===== src/rtl/fetch_unit.sv =====
// Instruction fetch stage: PC, imem request/ack port and a {pc, word} FIFO toward decode.
// Define FETCH_STATS_EN to add the fetch_count / stall_count statistics counters.
module fetch_unit #(
  parameter int unsigned       ADDR_W     = 28,
  parameter logic [ADDR_W-1:0] RESET_PC   = '0,
  parameter int unsigned       FIFO_DEPTH = 2
) (
  input  logic              clk,
  input  logic              rst,
  output logic [ADDR_W-1:0] imem_address,
  output logic              imem_readEn,
  input  logic              imem_ack,
  input  logic [31:0]       imem_data,
  input  logic              redirect,
  input  logic [ADDR_W-1:0] redirect_pc,
  output logic              inst_valid,
  input  logic              inst_ready,
  output logic [31:0]       inst_data,
  output logic [ADDR_W-1:0] inst_pc
`ifdef FETCH_STATS_EN
  ,
  output logic [31:0]       fetch_count,
  output logic [31:0]       stall_count
`endif
);

  localparam int unsigned       PtrW     = (FIFO_DEPTH > 1) ? $clog2(FIFO_DEPTH) : 1;
  localparam int unsigned       CntW     = PtrW + 1;
  localparam logic [CntW-1:0]   CntOne   = CntW'(1);
  localparam logic [CntW-1:0]   Depth    = CntW'(FIFO_DEPTH);
  localparam logic [CntW-1:0]   LastSlot = CntW'(FIFO_DEPTH - 1);
  localparam logic [PtrW-1:0]   PtrOne   = PtrW'(1);
  localparam logic [ADDR_W-1:0] Step     = ADDR_W'(4);

  typedef enum logic [1:0] {StIdle, StReq, StFull, StDrop} state_e;

  state_e            state;
  logic              read_en;
  logic [ADDR_W-1:0] pc, req_addr, target, next_addr;
  logic [CntW-1:0]   count;
  logic [PtrW-1:0]   wr_ptr, rd_ptr;
  logic [ADDR_W-1:0] pc_mem   [FIFO_DEPTH];
  logic [31:0]       data_mem [FIFO_DEPTH];
  logic              push, pop;

  assign target       = {redirect_pc[ADDR_W-1:2], 2'b00};
  assign next_addr    = req_addr + Step;
  assign pop          = inst_valid & inst_ready;
  // An ack in the redirect cycle belongs to the old path and is discarded.
  assign push         = (state == StReq) & imem_ack & ~redirect;
  assign inst_valid   = (count != '0);
  assign inst_data    = inst_valid ? data_mem[rd_ptr] : '0;
  assign inst_pc      = inst_valid ? pc_mem[rd_ptr] : '0;
  assign imem_address = req_addr;
  assign imem_readEn  = read_en;

  always_ff @(posedge clk) begin
    if (push) begin
      pc_mem[wr_ptr]   <= req_addr;
      data_mem[wr_ptr] <= imem_data;
    end
  end

  always_ff @(posedge clk or negedge rst) begin
    if (!rst) begin
      state    <= StIdle;
      read_en  <= 1'b0;
      pc       <= RESET_PC;
      req_addr <= RESET_PC;
      count    <= '0;
      wr_ptr   <= '0;
      rd_ptr   <= '0;
    end else begin
      if (redirect) begin
        count  <= '0;
        wr_ptr <= '0;
        rd_ptr <= '0;
      end else begin
        if (push) wr_ptr <= wr_ptr + PtrOne;
        if (pop) rd_ptr <= rd_ptr + PtrOne;
        if (push && !pop) count <= count + CntOne;
        else if (!push && pop) count <= count - CntOne;
      end

      unique case (state)
        StIdle: begin
          state   <= StReq;
          read_en <= 1'b1;
          if (redirect) begin
            pc       <= target;
            req_addr <= target;
          end
        end
        StReq: begin
          if (redirect) begin
            pc <= target;
            // Without an ack the request must stay stable until the memory answers.
            if (imem_ack) req_addr <= target;
            else state <= StDrop;
          end else if (imem_ack) begin
            pc       <= next_addr;
            req_addr <= next_addr;
            if (count == LastSlot && !pop) begin
              state   <= StFull;
              read_en <= 1'b0;
            end
          end
        end
        StFull: begin
          if (redirect) begin
            pc       <= target;
            req_addr <= target;
            state    <= StReq;
            read_en  <= 1'b1;
          end else if (count < Depth) begin
            req_addr <= pc;
            state    <= StReq;
            read_en  <= 1'b1;
          end
        end
        StDrop: begin
          if (redirect) pc <= target;
          if (imem_ack) begin
            req_addr <= redirect ? target : pc;
            state    <= StReq;
          end
        end
        default: begin
          state   <= StIdle;
          read_en <= 1'b0;
        end
      endcase
    end
  end

`ifdef FETCH_STATS_EN
  always_ff @(posedge clk or negedge rst) begin
    if (!rst) begin
      fetch_count <= '0;
      stall_count <= '0;
    end else begin
      if (push) fetch_count <= fetch_count + 32'd1;
      if (inst_valid && !inst_ready) stall_count <= stall_count + 32'd1;
    end
  end
`endif

endmodule


===== config.mk =====
export PLATFORM = sky130hd
export DESIGN_NAME = fetch_unit
export DESIGN_NICKNAME = d
export VERILOG_FILES = /design/src/rtl/fetch_unit.sv
export SDC_FILE = /design/constraint.sdc
export NUM_CORES = 1
export LEC_CHECK = 0
export CORE_MARGIN = 10
export CORE_UTILIZATION = 40
export CTS_BUF_LIST = sky130_fd_sc_hd__clkbuf_4
export CTS_CLUSTER_DIAMETER = 60
export DETAILED_ROUTE_END_ITERATION = 12
export GPL_ROUTABILITY_DRIVEN = 0
export PLACE_DENSITY = 0.61
export SYNTH_ARGS = -nofsm -noshare
export SYNTH_HDL_FRONTEND = slang
export SYNTH_SLANG_ARGS = --single-unit

===== constraint.sdc =====
create_clock -name clk -period 4.9 [get_ports clk]
set_input_delay 1.47 -clock clk [delete_from_list [all_inputs] [get_ports clk]]
set_output_delay 1.47 -clock clk [all_outputs]
set_load 0.03 [all_outputs]

==> reports/summary.json, run 1 <==
{
  "run_status": {"value": "complete, no violations"},
  "ctsResizeCount": {"value": 0},
  "maxSlewHeadroom": {"value": 14.0, "unit": "%"},
  "critical_path.startpoint_type": {"value": "flop"},
  "synth_warnings": {"value": 0},
  "hold_path_end": {"value": "pc[0]$_DFFE_PN0P_"},
  "final.min_clock_period": {"value": 4.25, "unit": "ns"},
  "drt_first_pass_iters": {"value": 6},
  "synth.largest_area_cell": {"value": "edfxtp_1"},
  "synth_top_cells_by_area": {"value": "edfxtp_1 (42%), dfrtp_1 (18%), mux2i_1 (7.6%)"},
  "pwr-share-clk": {"value": 17.6, "unit": "%"},
  "report.final.slew_viol_count": {"value": 0},
  "globalRoute.totalOverflow": {"value": 0},
  "worst_ep_arrival_time": {"value": 2.78, "unit": "ns"},
  "hold-path-cell-count": {"value": 2},
  "critical_path.endpoint_type": {"value": "output pin"},
  "synthFlopType": {"value": "edfxtp_1"},
  "dieHeight": {"value": 166, "unit": "um"},
  "sequential_share_of_the_synthesized_area": {"value": 60.3, "unit": "%"},
  "met1Wirelength": {"value": 10100, "unit": "um"},
  "p_int": {"value": 3060, "unit": "uW"},
  "p_leak": {"value": 0.00382, "unit": "uW"},
  "wl_met2": {"value": 11700, "unit": "um"},
  "syn_area": {"value": 0.00858, "unit": "sq mm"},
  "grt_pass1_wl": {"value": 37300, "unit": "um"},
  "wirelength_per_cell": {"value": 20.6, "unit": "um"},
  "synth.lib_cells_used.distinct": {"value": 66},
  "edff_count_synth": {"value": 120},
  "route.vias.total": {"value": 6509},
  "worst_hold_launch": {"value": "pc[0]$_DFFE_PN0P_"},
  "highest-signal-layer": {"value": "met4"},
  "data_required_critical_path": {"value": 3.43, "unit": "ns"},
  "total_length_of_routed_wires": {"value": 24000, "unit": "um"},
  "max_freq": {"value": 235, "unit": "MHz"},
  "netSwitchingFraction": {"value": 41.2, "unit": "%"},
  "numPlacedInstances": {"value": 1135},
  "fin_worst_hold_slack": {"value": 0.551, "unit": "ns"},
  "total_power": {"value": 5200, "unit": "uW"},
  "final_layout_size_suffix_gt1_share": {"value": 8.63, "unit": "%"},
  "layoutNonFillerInstCount": {"value": 1168},
  "timing.critical_path.fanout_max": {"value": 26},
  "setup_violations": {"value": 0},
  "syn-instance-count": {"value": 735},
  "clkLatencyLatePin": {"value": 0.58, "unit": "ns"},
  "clk_pin_slew": {"value": 0.16, "unit": "ns"},
  "io_buffer_count": {"value": 152},
  "synthesis.nets": {"value": 803},
  "hpwlAfterDp": {"value": 16600, "unit": "um"},
  "global_route_usage_over_all_layers": {"value": 16.8, "unit": "%"},
  "crit-reg2reg-capture": {"value": "pc[26]$_DFFE_PN0P_"},
  "total_switching_power": {"value": 2140, "unit": "uW"},
  "cts_made_buffers": {"value": 17},
  "num_io_pins": {"value": 155},
  "rsz0062_at_grt": {"value": "false"},
  "synth_seq_cells": {"value": 183},
  "finalHoldViolations": {"value": 0},
  "combinationalPowerShare": {"value": 41.3, "unit": "%"},
  "drcViolationCount": {"value": 0},
  "path_class": {"value": "reg -> out"},
  "grt_antenna_before_repair": {"value": 1},
  "clock_tree.buffer_depth": {"value": 2},
  "met3RoutedLength": {"value": 1650, "unit": "um"},
  "async_reset_ff_share": {"value": 34.4, "unit": "%"},
  "effective_utilization_at_floorplan": {"value": 40.7, "unit": "%"},
  "area_growth": {"value": 25.5, "unit": "%"},
  "grt_max_degree": {"value": 42},
  "fin_skew": {"value": 0.0208, "unit": "ns"},
  "crit-reg2reg-launch": {"value": "state[1]$_DFFE_PN0P_"},
  "worst_r2r_path_depth": {"value": 6},
  "core_area": {"value": 0.0211, "unit": "sq mm"},
  "actual_slew_at_the_worst_max_slew_pin": {"value": 1.29, "unit": "ns"},
  "die-area": {"value": 0.0277, "unit": "sq mm"},
  "maxCapViolations": {"value": 0},
  "power.sequential.fraction": {"value": 41.1, "unit": "%"},
  "die_width": {"value": 166, "unit": "um"},
  "syn_area_per_cell": {"value": 11.7, "unit": "sq um"},
  "regToRegSetupSlack": {"value": 2.02, "unit": "ns"},
  "irDropWorstVdd": {"value": 154, "unit": "uV"},
  "ctsRootBufferMaster": {"value": "clkbuf_4"},
  "final_nets": {"value": 947},
  "yosys-top-cells-count": {"value": "edfxtp_1 (120), nor2_1 (101), mux2i_1 (65)"},
  "grt_pass1_vias": {"value": 6511},
  "fin_setup_tns": {"value": 0, "unit": "ns"},
  "cts_tree": {"value": "done"},
  "layout_worst_path_cycle_share": {"value": 86.7, "unit": "%"},
  "cts_hold_buf": {"value": 0},
  "postLayoutCoreUtil": {"value": 51.1, "unit": "%"},
  "ant_nets": {"value": 0},
  "synth_top_area_share": {"value": 42.0, "unit": "%"},
  "floorplan.rows": {"value": 53},
  "drt-vias-per-instance": {"value": 5.57},
  "cts_sinks": {"value": 183},
  "htree_levels": {"value": 4},
  "power_per_cell_area": {"value": 482, "unit": "mW/mm^2"},
  "postCtsSetupRepairBufs": {"value": 0},
  "hold_removal_path_class": {"value": "reg -> reg"},
  "drt_iter0_markers": {"value": 642},
  "most_numerous_cell_in_the_yosys_netlist": {"value": "edfxtp_1"}
}
-- power groups by stage --
stage	Combinational (uW)	Clock, uW	Sequential (uW)
6_report	2140	915	2140
5_1_grt	2300	1000	2170
4_1_cts	2170	935	2140
3_3_place_gp	2130	0	2160
3_5_place_dp	2170	0	2170
2_1_floorplan	1250	0	2150
-- through the flow --
step | area (sq um) | setup slack, ns
3_3_place_gp | 10500 | 1.25
3_5_place_dp | 10500 | 1.19
6_report | 10800 | 0.650
2_1_floorplan | 8590 | 0.430
5_1_grt | 10800 | 0.461
4_1_cts | 10800 | 0.586
-- critical path, stage by stage, from the launching register on --
cell and delay [ns]:
dfrtp_1 0.47, inv_1 0.14, ha_2 0.48, buf_4 0.38, nor2_1 0.11, clkdlybuf4s50_1 0.61
-- cell families after synthesis --
group,synth area share [%]
and+or+nand+nor,14.0
DFF,60.3
AOI/OAI and AO/OA,12.0
muxes,7.71
buffers and inverters,3.22
xor gates and xnor gates,2.35
adders and majority gates,0.437
-- state kept, by name (all words and copies together), names as in the netlist --
register      cells
pc               28
pc_mem           56
imem_address     28
imem_readEn       1
wr_ptr            1
state             2
count             2
data_mem         64
rd_ptr            1
-- layout make-up --
type	count	area [sq um]
diodes	1	2.50
clock buffers	17	128
clock inverters	15	190
fillers	1890	10300
inverters	14	52.6
multi-input cells	488	3150
flip-flops and latches	183	5180
well taps	275	344
repair buffers	175	1720
-- worst max path at each step --
stage	from	end	slack (ns)	depth (start not counted)
floorplan	redirect	data_mem[0][0]$_DFFE_PP_	0.43	6
global placement	redirect	data_mem[1][4]$_DFFE_PP_	1.25	4
detailed placement	redirect	imem_address[22]$_DFFE_PN0P_	1.19	5
CTS	count[1]$_DFFE_PN0P_	inst_data[13]	0.59	5
global route	count[1]$_DFFE_PN0P_	inst_data[13]	0.46	5
finish	count[1]$_DFFE_PN0P_	inst_pc[11]	0.65	5
-- routing by layer --
metal  track usage, %  up-vias
li1                 -     3010
met1             21.3     3181
met2             27.2      276
met3             4.26       42
met4             5.84        0
met5                0        -
-- cell usage in the layout, fill, tap and decap left out, types with 4 or more instances in the layout --
cell type          n
a21oi_1           27
a221oi_1           9
a222oi_1           6
a22oi_1            9
a31oi_1           10
and3_1             8
buf_4             20
clkbuf_4          17
clkdlybuf4s50_1  150
dfrtp_1           62
edfxtp_1         120
inv_1             13
mux2i_1           65
nand2_1           62
nand2b_1          12
nand3_1           11
nand4_1           10
nor2_1           100
nor2b_1            5
nor3_1             8
nor4_1             4
o21ai_0           45
o221ai_1           8
o22a_1             6
o31ai_1            4
xnor2_1           11
xor2_1            12
Power figures use the tool's default switching activity.
==> run 2: changes to the inputs <==
--- a/config.mk
+++ b/config.mk
@@ -5,7 +5,7 @@
 export SDC_FILE = /design/constraint.sdc
 export NUM_CORES = 1
 export LEC_CHECK = 0
-export CORE_MARGIN = 10
+export CORE_MARGIN = 2
 export CORE_UTILIZATION = 40
 export CTS_BUF_LIST = sky130_fd_sc_hd__clkbuf_4
 export CTS_CLUSTER_DIAMETER = 60
==> reports/summary.json, run 2 (synthesis gave the netlist of run 1 again) <==
{
  "run_status": {"value": "complete, no violations"},
  "clk_pin_slew": {"value": 0.17, "unit": "ns"},
  "effective_utilization_at_floorplan": {"value": 40.8, "unit": "%"},
  "layoutNonFillerInstCount": {"value": 1166},
  "floorplan.rows": {"value": 53},
  "critical_path.endpoint_type": {"value": "output pin"},
  "hpwlAfterDp": {"value": 15100, "unit": "um"},
  "grt_pass1_vias": {"value": 6492},
  "grt_antenna_before_repair": {"value": 1},
  "p_leak": {"value": 0.00380, "unit": "uW"},
  "fin_setup_tns": {"value": 0, "unit": "ns"},
  "most_flop_heavy_register": {"value": "data_mem"},
  "ant_nets": {"value": 0},
  "pwr-share-clk": {"value": 16.8, "unit": "%"},
  "numPlacedInstances": {"value": 1133},
  "htree_levels": {"value": 4},
  "postLayoutCoreUtil": {"value": 51.0, "unit": "%"},
  "cts_sinks": {"value": 183},
  "largestRegisters": {"value": "data_mem x64, pc_mem x56"},
  "irDropWorstVdd": {"value": 153, "unit": "uV"},
  "actual_slew_at_the_worst_max_slew_pin": {"value": 1.12, "unit": "ns"},
  "data_required_critical_path": {"value": 3.43, "unit": "ns"},
  "drcViolationCount": {"value": 0},
  "clock_tree.buffer_depth": {"value": 2},
  "path_class": {"value": "reg -> out"},
  "cts_hold_buf": {"value": 0},
  "layout_worst_path_cycle_share": {"value": 86.4, "unit": "%"},
  "die-area": {"value": 0.0226, "unit": "sq mm"},
  "grt_max_degree": {"value": 42},
  "area_growth": {"value": 24.9, "unit": "%"},
  "finalHoldViolations": {"value": 0},
  "num_io_pins": {"value": 155},
  "io_buffer_count": {"value": 152},
  "global_route_usage_over_all_layers": {"value": 20.2, "unit": "%"},
  "final_layout_size_suffix_gt1_share": {"value": 8.54, "unit": "%"},
  "timing.critical_path.fanout_max": {"value": 27},
  "cts_tree": {"value": "done"},
  "setup_violations": {"value": 0},
  "max_freq": {"value": 236, "unit": "MHz"},
  "total_length_of_routed_wires": {"value": 22600, "unit": "um"},
  "power.sequential.fraction": {"value": 42.0, "unit": "%"},
  "core_area": {"value": 0.0210, "unit": "sq mm"},
  "maxSlewHeadroom": {"value": 25.5, "unit": "%"},
  "largest_register_ff_count": {"value": 64},
  "maxCapViolations": {"value": 0},
  "multiInputGateArea": {"value": 0.00315, "unit": "sq mm"},
  "drt_iter0_markers": {"value": 530},
  "hold_removal_path_class": {"value": "reg -> reg"},
  "fin_skew": {"value": 0.0296, "unit": "ns"},
  "final_nets": {"value": 945},
  "grt_pass1_wl": {"value": 35000, "unit": "um"},
  "cts_made_buffers": {"value": 17},
  "wirelength_per_cell": {"value": 19.4, "unit": "um"},
  "drt-vias-per-instance": {"value": 5.58},
  "netSwitchingFraction": {"value": 41.0, "unit": "%"},
  "globalRoute.totalOverflow": {"value": 0},
  "ctsRootBufferMaster": {"value": "clkbuf_4"},
  "postCtsSetupRepairBufs": {"value": 0},
  "final-seq-area": {"value": 0.00518, "unit": "sq mm"},
  "final.min_clock_period": {"value": 4.23, "unit": "ns"},
  "clkLatencyLatePin": {"value": 0.59, "unit": "ns"},
  "most_common_library_cell_in_the_layout_ignoring_fill_and_taps": {"value": "clkdlybuf4s50_1"},
  "dieHeight": {"value": 150, "unit": "um"},
  "rsz0062_at_grt": {"value": "false"},
  "final_cell_mix": {"value": "clkdlybuf4s50_1 (150), edfxtp_1 (120), nor2_1 (100)"},
  "critical_path.startpoint_type": {"value": "flop"},
  "power_per_cell_area": {"value": 477, "unit": "mW/mm^2"},
  "report.final.slew_viol_count": {"value": 0},
  "ctsResizeCount": {"value": 0},
  "final.fill_count": {"value": 1898},
  "route.vias.total": {"value": 6508},
  "total_switching_power": {"value": 2100, "unit": "uW"},
  "drt_first_pass_iters": {"value": 6},
  "die_width": {"value": 150, "unit": "um"},
  "combinationalPowerShare": {"value": 41.3, "unit": "%"},
  "worst_ep_arrival_time": {"value": 2.76, "unit": "ns"},
  "p_int": {"value": 3010, "unit": "uW"}
}
-- run 2: power groups by stage --
stage	Clock (uW)	Combinational, uW	Sequential (uW)
detailed placement	0	2120	2170
global route	943	2260	2170
floorplan	0	1250	2150
CTS	881	2120	2140
global placement	0	2080	2160
finish	858	2110	2140
-- run 2: critical path: stages, from the launching register on --
cell	delay (ns)
dfrtp_1	0.47
inv_1	0.16
ha_2	0.47
buf_4	0.37
nor2_1	0.10
clkdlybuf4s50_1	0.60
-- run 2: metal layers --
metal / vias to the layer above / GRT usage (%) / routed length [um]
li1: 3008 / - / -
met1: 3196 / 26.8 / 9750
met2: 270 / 32.9 / 10900
met3: 34 / 4.39 / 1540
met4: 0 / 7.17 / 420
met5: - / 0 / 0
-- run 2: stage by stage --
step | instance area, sq um | setup slack, ns | total power (uW) | hold WS [ns]
final | 10700 | 0.668 | 5110 | 0.527
after global routing | 10700 | 0.484 | 5370 | 0.545
after CTS | 10700 | 0.603 | 5150 | 0.532
after detailed placement | 10400 | 1.04 | 4290 | 0.488
after global placement | 10400 | 1.08 | 4250 | 0.490
after floorplan | 8590 | 0.430 | 3400 | 0.502
-- run 2: worst paths after layout --
path | start | end | slack, ns | cells past startpoint
max | count[1]$_DFFE_PN0P_ | inst_data[15] | 0.67 | 5
min | imem_readEn$_DFFE_PN0P_ | imem_readEn$_DFFE_PN0P_ | 0.53 | 1
max reg2reg | state[1]$_DFFE_PN0P_ | pc[26]$_DFFE_PN0P_ | 1.92 | 4
min reg2reg | imem_readEn$_DFFE_PN0P_ | imem_readEn$_DFFE_PN0P_ | 0.53 | 1
max in group asynchronous | rst | imem_address[11]$_DFFE_PN0P_ | 3.02 | 2
min in group asynchronous | rst | pc[15]$_DFFE_PN0P_ | 0.89 | 1
-- run 2: layout make-up --
| cell class | count | share of cell area [%] |
|---|---|---|
| Antenna cell | 1 | 0.0233 |
| Clock buffer | 18 | 1.26 |
| Clock inverter | 14 | 1.48 |
| Inverter | 14 | 0.490 |
| Multi-Input combinational cell | 488 | 29.4 |
| Sequential cell | 183 | 48.4 |
| Tap cell | 275 | 3.21 |
| Timing Repair Buffer | 173 | 15.8 |
==> run 3: changes to the inputs <==
==> constraint.sdc (replaced) <==
create_clock -name clk -period 4.9 [get_ports clk]
set_input_delay 1.47 -clock clk [delete_from_list [all_inputs] [get_ports clk]]
set_output_delay 1.47 -clock clk [all_outputs]
set_load 0.01 [all_outputs]
==> reports/summary.json, run 3 (synthesis gave the netlist of run 1 again) <==
{
  "run_status": {"value": "complete, no violations"},
  "layout_worst_path_cycle_share": {"value": 84.8, "unit": "%"},
  "worst_ep_arrival_time": {"value": 2.68, "unit": "ns"},
  "wirelength_per_cell": {"value": 19.1, "unit": "um"},
  "irDropWorstVdd": {"value": 281, "unit": "uV"},
  "critical_path_buf_inv_count": {"value": 3},
  "finalHoldViolations": {"value": 0},
  "timing.critical_path.fanout_max": {"value": 21},
  "critical_path.startpoint_type": {"value": "flop"},
  "die_width": {"value": 150, "unit": "um"},
  "cts_made_buffers": {"value": 17},
  "largestRegisters": {"value": "data_mem x64, pc_mem x56"},
  "p_leak": {"value": 0.00381, "unit": "uW"},
  "grt_pass1_wl": {"value": 35000, "unit": "um"},
  "route.vias.total": {"value": 6546},
  "dieHeight": {"value": 150, "unit": "um"},
  "timing.critical_path.from": {"value": "count[1]$_DFFE_PN0P_"},
  "postCtsSetupRepairBufs": {"value": 0},
  "drt_iter0_markers": {"value": 627},
  "drt-vias-per-instance": {"value": 5.61},
  "critical_path_s_top_delay_family": {"value": "buffers and inverters"},
  "global_route_usage_over_all_layers": {"value": 20.2, "unit": "%"},
  "regToRegSetupSlack": {"value": 2.10, "unit": "ns"},
  "clkLatencyLatePin": {"value": 0.60, "unit": "ns"},
  "worst_r2r_path_depth": {"value": 6},
  "postLayoutCoreUtil": {"value": 51.1, "unit": "%"},
  "cts_tree": {"value": "done"},
  "final.fill_count": {"value": 1823},
  "ctsResizeCount": {"value": 0},
  "path_class": {"value": "reg -> out"},
  "effective_utilization_at_floorplan": {"value": 40.8, "unit": "%"},
  "data_required_critical_path": {"value": 3.43, "unit": "ns"},
  "critical-path-max-stage-delay": {"value": 0.54, "unit": "ns"},
  "die-area": {"value": 0.0226, "unit": "sq mm"},
  "final.min_clock_period": {"value": 4.15, "unit": "ns"},
  "ant_nets": {"value": 0},
  "io_buffer_count": {"value": 152},
  "cts_sinks": {"value": 183},
  "largest_register_ff_count": {"value": 64},
  "area_growth": {"value": 25.2, "unit": "%"},
  "stdcell_area": {"value": 0.0107, "unit": "sq mm"},
  "most_flop_heavy_register": {"value": "data_mem"},
  "slowest_stage": {"value": "ha_2"},
  "floorplan.rows": {"value": 53},
  "grt_antenna_before_repair": {"value": 1},
  "num_io_pins": {"value": 155},
  "htree_levels": {"value": 4},
  "report.final.slew_viol_count": {"value": 0},
  "total_length_of_routed_wires": {"value": 22300, "unit": "um"},
  "drcViolationCount": {"value": 0},
  "layoutNonFillerInstCount": {"value": 1167},
  "clock_tree.buffer_depth": {"value": 2},
  "power_per_cell_area": {"value": 438, "unit": "mW/mm^2"},
  "placement.cell_area": {"value": 0.0104, "unit": "sq mm"},
  "globalRoute.totalOverflow": {"value": 0},
  "grt_pass1_vias": {"value": 6573},
  "rsz0062_at_grt": {"value": "false"},
  "ctsRootBufferMaster": {"value": "clkbuf_4"},
  "fin_skew": {"value": 0.0313, "unit": "ns"},
  "maxSlewHeadroom": {"value": 30.7, "unit": "%"},
  "grt_max_degree": {"value": 61},
  "drt_first_pass_iters": {"value": 6},
  "critical_path.endpoint_type": {"value": "output pin"},
  "crit-reg2reg-launch": {"value": "imem_address[2]$_DFFE_PN0P_"},
  "final_nets": {"value": 946},
  "final_cell_mix": {"value": "clkdlybuf4s50_1 (150), edfxtp_1 (120), nor2_1 (100)"},
  "total_number_of_cells_along_the_worst_setup_path": {"value": 5},
  "most_common_library_cell_in_the_layout_ignoring_fill_and_taps": {"value": "clkdlybuf4s50_1"},
  "cts_hold_buf": {"value": 0},
  "core_area": {"value": 0.0210, "unit": "sq mm"},
  "final_layout_size_suffix_gt1_share": {"value": 8.64, "unit": "%"},
  "cells_traversed_along_the_worst_timing_path": {"value": "inv_1 > ha_2 > buf_4 > nor2_1 > clkdlybuf4s50_1"},
  "maxCapViolations": {"value": 0},
  "max_freq": {"value": 241, "unit": "MHz"},
  "crit-reg2reg-capture": {"value": "pc[22]$_DFFE_PN0P_"},
  "numPlacedInstances": {"value": 1134},
  "actual_slew_at_the_worst_max_slew_pin": {"value": 1.03, "unit": "ns"},
  "hpwlAfterDp": {"value": 15000, "unit": "um"},
  "setup_violations": {"value": 0},
  "cp-endpoint": {"value": "inst_pc[15]"},
  "clk_pin_slew": {"value": 0.17, "unit": "ns"},
  "hold_removal_path_class": {"value": "reg -> reg"},
  "fin_setup_tns": {"value": 0, "unit": "ns"}
}
-- run 3: changes by cell type in the layout (fill, tap and decap cells not counted) --
cell / before / now
buf_12: 2 / 3
clkinv_4: 3 / 4
clkbuf_4: 18 / 17
clkinv_8: 1 / 2
clkinvlp_4: 2 / 1
-- run 3: where the power goes --
group / leakage [uW] / switching (uW) / internal, uW / total [uW]
registers: 0.00186 / 228 / 1860 / 2080
logic: 0.00179 / 878 / 876 / 1750
clock network: 0.000161 / 588 / 281 / 869
-- run 3: routing by layer --
layer | global-route usage, % | vias to the layer above | share of wire, %
li1 | - | 3025 | -
met4 | 8.25 | 0 | 2.0
met5 | 0 | - | 0
met3 | 4.42 | 39 | 6.9
met1 | 26.3 | 3219 | 43
met2 | 32.7 | 263 | 48
-- run 3: per-stage QoR --
stage	worst slack (ns)	hold WS, ns	power (uW)
after detailed placement	1.34	0.487	3880
final	0.746	0.539	4710
after floorplan	0.430	0.502	2990
after global placement	1.37	0.500	3840
after CTS	0.692	0.538	4740
after global routing	0.559	0.580	4980
-- run 3: area by class of cell --
cell class	instances	area, sq um	share of cell area (%)
multi-input combinational	488	3150	29.3
tap	275	344	3.20
antenna	1	2.50	0.0233
inverter	14	52.6	0.489
sequential	183	5180	48.2
clock buffer	17	128	1.19
clock inverter	15	176	1.64
timing repair buffer	174	1710	15.9
-- run 3: worst min-delay path by stage --
| stage | slack [ns] | cells past startpoint | start | endpoint |
|---|---|---|---|---|
| 2_1_floorplan | 0.50 | 2 | pc[16]$_DFFE_PN0P_ | pc[16]$_DFFE_PN0P_ |
| 3_3_place_gp | 0.50 | 1 | imem_readEn$_DFFE_PN0P_ | imem_readEn$_DFFE_PN0P_ |
| 3_5_place_dp | 0.49 | 1 | imem_readEn$_DFFE_PN0P_ | imem_readEn$_DFFE_PN0P_ |
| 4_1_cts | 0.54 | 1 | imem_readEn$_DFFE_PN0P_ | imem_readEn$_DFFE_PN0P_ |
| 5_1_grt | 0.58 | 1 | imem_readEn$_DFFE_PN0P_ | imem_readEn$_DFFE_PN0P_ |
| 6_report | 0.54 | 1 | imem_readEn$_DFFE_PN0P_ | imem_readEn$_DFFE_PN0P_ |
